===== src/rtl/uart_rx_mmio.sv =====
// UART receiver peripheral: oversampled 8N1 decode into a small byte FIFO,
// read by harts through a single-cycle MMIO port (RXDATA at 0x0, STATUS at 0x4).
module uart_rx_mmio #(
   parameter int CLKS_PER_BIT = 868,
   parameter int FIFO_DEPTH   = 4
) (
   input  logic        clk,
   input  logic        rst_n,
   input  logic        uart_rx,
   input  logic        req,
   input  logic        we,
   input  logic [3:0]  addr,
   input  logic [31:0] wdata,
   output logic [31:0] rdata,
   output logic        ready,
   output logic        rx_irq
);

   localparam int CW = $clog2(CLKS_PER_BIT);
   localparam int AW = $clog2(FIFO_DEPTH);
   localparam logic [CW-1:0] BIT_LAST  = CW'(CLKS_PER_BIT - 1);
   localparam logic [CW-1:0] HALF_LAST = CW'(CLKS_PER_BIT / 2 - 1);
   localparam logic [AW:0]   DEPTH     = (AW + 1)'(FIFO_DEPTH);

   typedef enum logic [2:0] {
      IDLE,
      START,
      DATA,
      STOP,
      WAIT_HIGH
   } rxState_e;

   rxState_e        state_q;
   logic            rxSync1_q;
   logic            rxSync2_q;
   logic [CW-1:0]   cnt_q;
   logic [2:0]      bitN_q;
   logic [7:0]      shReg_q;

   logic [7:0]      mem_q [FIFO_DEPTH];
   logic [AW-1:0]   wrPtr_q;
   logic [AW-1:0]   rdPtr_q;
   logic [AW:0]     count_q;
   logic [AW:0]     count_d;
   logic            frameErr_q;
   logic            overrun_q;
   logic            rxIrq_q;

   logic            isEmpty;
   logic            isFull;
   logic            selData;
   logic            selStatus;
   logic            pop;
   logic            push;
   logic            stopSample;
   logic            overrunSet;
   logic            frameErrSet;
   logic            overrunClr;
   logic            frameErrClr;
   logic            unusedBits;

   assign isEmpty     = (count_q == '0);
   assign isFull      = (count_q == DEPTH);
   assign selData     = (addr == 4'h0);
   assign selStatus   = (addr == 4'h4);
   assign pop         = req && !we && selData && !isEmpty;
   assign stopSample  = (state_q == STOP) && (cnt_q == BIT_LAST);
   assign push        = stopSample && rxSync2_q && (!isFull || pop);
   assign overrunSet  = stopSample && rxSync2_q && isFull && !pop;
   assign frameErrSet = stopSample && !rxSync2_q;
   assign frameErrClr = req && we && selStatus && wdata[2];
   assign overrunClr  = req && we && selStatus && wdata[3];
   assign unusedBits  = ^{wdata[31:4], wdata[1:0]};

   assign ready  = req;
   assign rx_irq = rxIrq_q;

   // Two-flop synchronizer; resets high so reset release never looks like a start bit.
   always_ff @(posedge clk) begin
      if (!rst_n) begin
         rxSync1_q <= 1'b1;
         rxSync2_q <= 1'b1;
      end else begin
         rxSync1_q <= uart_rx;
         rxSync2_q <= rxSync1_q;
      end
   end

   always_ff @(posedge clk) begin
      if (!rst_n) begin
         state_q <= IDLE;
         cnt_q   <= '0;
         bitN_q  <= '0;
         shReg_q <= '0;
      end else begin
         case (state_q)
            IDLE: begin
               if (!rxSync2_q) begin
                  state_q <= START;
                  cnt_q   <= '0;
               end
            end
            START: begin
               // Re-check the line at mid start bit to reject short glitches.
               if (cnt_q == HALF_LAST) begin
                  cnt_q <= '0;
                  if (!rxSync2_q) begin
                     state_q <= DATA;
                     bitN_q  <= '0;
                  end else begin
                     state_q <= IDLE;
                  end
               end else begin
                  cnt_q <= cnt_q + CW'(1);
               end
            end
            DATA: begin
               if (cnt_q == BIT_LAST) begin
                  shReg_q <= {rxSync2_q, shReg_q[7:1]};
                  bitN_q  <= bitN_q + 3'd1;
                  cnt_q   <= '0;
                  if (bitN_q == 3'd7) begin
                     state_q <= STOP;
                  end
               end else begin
                  cnt_q <= cnt_q + CW'(1);
               end
            end
            STOP: begin
               if (cnt_q == BIT_LAST) begin
                  cnt_q   <= '0;
                  state_q <= rxSync2_q ? IDLE : WAIT_HIGH;
               end else begin
                  cnt_q <= cnt_q + CW'(1);
               end
            end
            WAIT_HIGH: begin
               if (rxSync2_q) begin
                  state_q <= IDLE;
               end
            end
            default: state_q <= IDLE;
         endcase
      end
   end

   always_comb begin
      count_d = count_q;
      if (push && !pop) begin
         count_d = count_q + (AW + 1)'(1);
      end else if (pop && !push) begin
         count_d = count_q - (AW + 1)'(1);
      end
   end

   always_ff @(posedge clk) begin
      if (push) begin
         mem_q[wrPtr_q] <= shReg_q;
      end
   end

   // Pointers wrap naturally at FIFO_DEPTH; the irq tracks the post-edge fill level.
   always_ff @(posedge clk) begin
      if (!rst_n) begin
         wrPtr_q <= '0;
         rdPtr_q <= '0;
         count_q <= '0;
         rxIrq_q <= 1'b0;
      end else begin
         if (push) begin
            wrPtr_q <= wrPtr_q + AW'(1);
         end
         if (pop) begin
            rdPtr_q <= rdPtr_q + AW'(1);
         end
         count_q <= count_d;
         rxIrq_q <= (count_d != '0);
      end
   end

   // Sticky error flags; a new event outranks a simultaneous clear.
   always_ff @(posedge clk) begin
      if (!rst_n) begin
         frameErr_q <= 1'b0;
         overrun_q  <= 1'b0;
      end else begin
         frameErr_q <= frameErrSet | (frameErr_q & ~frameErrClr);
         overrun_q  <= overrunSet | (overrun_q & ~overrunClr);
      end
   end

   always_comb begin
      rdata = '0;
      if (req && !we) begin
         if (selData && !isEmpty) begin
            rdata = {24'b0, mem_q[rdPtr_q]};
         end else if (selStatus) begin
            rdata[0]          = !isEmpty;
            rdata[1]          = isFull;
            rdata[2]          = frameErr_q;
            rdata[3]          = overrun_q;
            rdata[8 +: AW+1]  = count_q;
         end
      end
   end

endmodule


===== config.mk =====
export PLATFORM = sky130hd
export DESIGN_NAME = uart_rx_mmio
export DESIGN_NICKNAME = d
export VERILOG_FILES = /design/src/rtl/uart_rx_mmio.sv
export SDC_FILE = /design/constraint.sdc
export NUM_CORES = 1
export LEC_CHECK = 0
export CORE_UTILIZATION = 50
export DETAILED_ROUTE_END_ITERATION = 8
export GPL_TIMING_DRIVEN = 0
export PLACE_DENSITY = 0.84
export SYNTH_ARGS = -nofsm -noshare
export SYNTH_HDL_FRONTEND = slang
export SYNTH_SLANG_ARGS = --single-unit

===== constraint.sdc =====
create_clock -name clk -period 3.5 [get_ports clk]
set_input_delay 0.7 -clock clk [delete_from_list [all_inputs] [get_ports clk]]
set_output_delay 0.7 -clock clk [all_outputs]
set_load 0.005 [all_outputs]

==> out/metrics.yaml <==
clk_path_buf_depth: 2
grt_pass1_vias: 2260
post-route-period-util: 0.9511
power_frac_comb: 0.064
period_needed_ns: 3.329
dp_cells: 423
die_h_um: 83.89
port_buffers: 22
hold_class: "flip-flop to flip-flop"
async_flop_share: 0
grt_setup_unrepaired: "no"
clk_pin_slew_ns: 0.08
grt_max_degree: 16
hold_ws_ns: 0.4150
hold_viol_final: 0
drc: 20
setup_viol: 0
p_seq_frac: 0.550
place_hpwl_mm: 4.363
hold_path.startpoint: "rxSync1_q"
irDropWorstVdd_mv: 0.1746
drv_cap: 0
grtUsageTotal: 0.1935
fin_skew_ns: 0.008348
ioPinCount: 75
htree_levels: 3
ys_seq_area_frac: 0.5134
leakagePower_nw: 1.462
clk_latency_ns: 0.35
maxSlewViolCount: 0
wl_mm: 6.176
max_slew_margin: 0.6348
avgSynthCellArea_um2: 11.03
switching_share: 0.2473
synthDistinctLibCells: 53
num_antenna_cells: 0
chipWidth_um: 83.89
core_um2: 6422
antenna_found_initial: 0
worstSetupEndpointType: "output port"
status: "finished, violations left"
clock_power_share: 0.386
start_util: 0.5221
layout-drive-gt1-share: 0.1653
synth_edf_count: 32
cts_buffers: 9
worstPathMaxFanout: 9
wl_per_cell_um: 14.04
tightest_slew_ns: 0.5478
viasPerCell: 5.327
synthCells: 304
first_iter_violations: 181
overflow: 0
cts_resized: 0
vias: 2344
cts_sinks: 70
powerDensity_nw_per_um2: 395.5
switchingPower_uw: 385.0
final.setup.worst_slack_ns: 0.1713
holdPathStages: 1
dieArea_um2: 7038
crit_type: "input pin to output port"
syn-cell-area_um2: 3353
tritoncts: "done"
synth_seq_cells: 70
num_rows: 29
p_int_mw: 1.172
cp-start-kind: "input pin"
yosys_warnings: 0
worstPathArrival_ns: 2.63
grt_pass1_wl_mm: 10.48
place_ws_ns: -0.06114
final_nets: 410
place_congestion: 0.8342
violations: "DRC"
firstDrtPassIters: 6
reg2reg_from: "cnt_q[0]"
startpoint: "addr[1]"
syn_to_final_growth_pct: 17.43
synth_ff_type: "dfxtp_1"
max_freq_mhz: 300.4
reg2reg_depth: 6
rrSetupSlack_ns: 1.02
cp.required_ns: 2.80
layoutNonFillerInstCount: 440
final_antenna_net_count: 0
cts_root_buffer: "clkbuf_8"
==> kinds of logic after synthesis <==
| group | after synthesis | share of synthesized area |
|---|---|---|
| buffers and inverters | 44 | 0.07762 |
| flip-flops | 70 | 0.5134 |
| other | 1 | 0.001118 |
| adder cells (fa/ha/maj) | 11 | 0.04104 |
| AO/OA/AOI/OAI | 38 | 0.08022 |
| XOR/XNOR | 9 | 0.02351 |
| multiplexers | 17 | 0.08060 |
| AND/OR/NAND/NOR | 114 | 0.1825 |
==> worst max-delay path, cell delays in order <==
cell and delay (ns):
clkdlybuf4s50_1 0.42, or3_4 0.42, nor4_4 0.21, buf_4 0.21
and2_1 0.15, clkdlybuf4s50_1 0.51
==> placed cells by master (no fill, tap or decap), types with 5 or more instances in the layout <==
cell type        instances
clkbuf_8                 9
clkbuf_1                 5
mux4_2                   8
nor2_1                  38
buf_4                   23
inv_1                   10
ha_1                    11
nand3_1                  5
clkdlybuf4s50_1         22
nand2_1                 22
and2_1                  11
conb_1                  21
dfxtp_1                 38
nor3_1                   7
a21oi_1                  8
mux2i_1                  9
nand2b_1                 5
nand4_1                  5
o21ai_1                  5
edfxtp_1                32
xnor2_1                  5
==> per-stage QoR <==
step                        util  total power, mW  instance area [um2]  setup TNS [ns]
after floorplan                -           0.9438                 3428               0
after global placement    0.5831           0.9707                 3745        -0.02162
after detailed placement  0.5831           0.9732                 3745         -0.1415
after CTS                 0.6131            1.573                 3938               0
after global routing      0.6131            1.620                 3938               0
final                     0.6131            1.557                 3938               0
==> power by group through the flow <==
stage | Combinational [mW] | Sequential, mW | Clock [mW]
2_1_floorplan | 0.0689 | 0.875 | 0
3_3_place_gp | 0.0957 | 0.875 | 0
3_5_place_dp | 0.0976 | 0.876 | 0
4_1_cts | 0.0982 | 0.857 | 0.619
5_1_grt | 0.111 | 0.857 | 0.652
6_report | 0.100 | 0.856 | 0.601
==> area by class of cell <==
| cell class | instances | area [um2] |
|---|---|---|
| Multi-Input combinational cell | 210 | 1446 |
| Clock buffer | 9 | 123.9 |
| Fill cell | 506 | 2485 |
| Buffer | 34 | 222.7 |
| Clock inverter | 7 | 61.31 |
| Inverter | 10 | 37.54 |
| Sequential cell | 70 | 1722 |
| Timing Repair Buffer | 23 | 227.7 |
| Tap cell | 77 | 96.34 |
==> sequential cells by signal (all words and copies together), names as in the netlist, named ones only <==
signal	flops
state_q	3
rx_irq	1
cnt_q	10
wrPtr_q	2
rdPtr_q	2
overrun_q	1
bitN_q	3
frameErr_q	1
count_q	3
shReg_q	8
rxSync1_q	1
mem_q	32
rxSync2_q	1
==> what timing repair did <==
| action | in CTS | in global routing |
|---|---|---|
| setup endpoints to repair | 4 | 0 |
| setup buffers | 1 | 0 |
| hold buffers | 0 | 0 |
==> worst paths after layout <==
check                endpoint
setup / recovery     rdata[4]
hold / removal      rxSync2_q
setup reg to reg  mem_q[2][6]
hold reg to reg     rxSync2_q
==> synth_stat cells (3+ instances only) <==
cell	count	area (um2)
dfxtp_1	38	760.7
mux4_2	8	180.2
edfxtp_1	32	960.9
o21ai_0	3	15.01
nand4_1	5	31.28
nand3_1	5	25.02
clkbuf_1	5	18.77
nand2_1	22	82.58
and4_1	3	26.28
xor2_1	4	35.03
buf_4	22	165.2
and2_1	11	68.82
xnor2_1	5	43.79
nor2_1	38	142.6
mux2i_1	9	90.09
nand2b_1	5	31.28
o21ai_1	5	25.02
a21oi_1	8	40.04
nor3_1	7	35.03
ha_1	11	137.6
and3_1	3	18.77
buf_2	4	20.02
inv_1	10	37.54
==> layer usage <==
metal	up-vias	GRT usage	wire, um
met3	14	0.05935	399
met4	0	0.09248	130
met1	1083	0.2280	2637
met2	84	0.3219	3008
met5	-	0	0
li1	1163	-	-
Power figures use the tool's default switching activity.
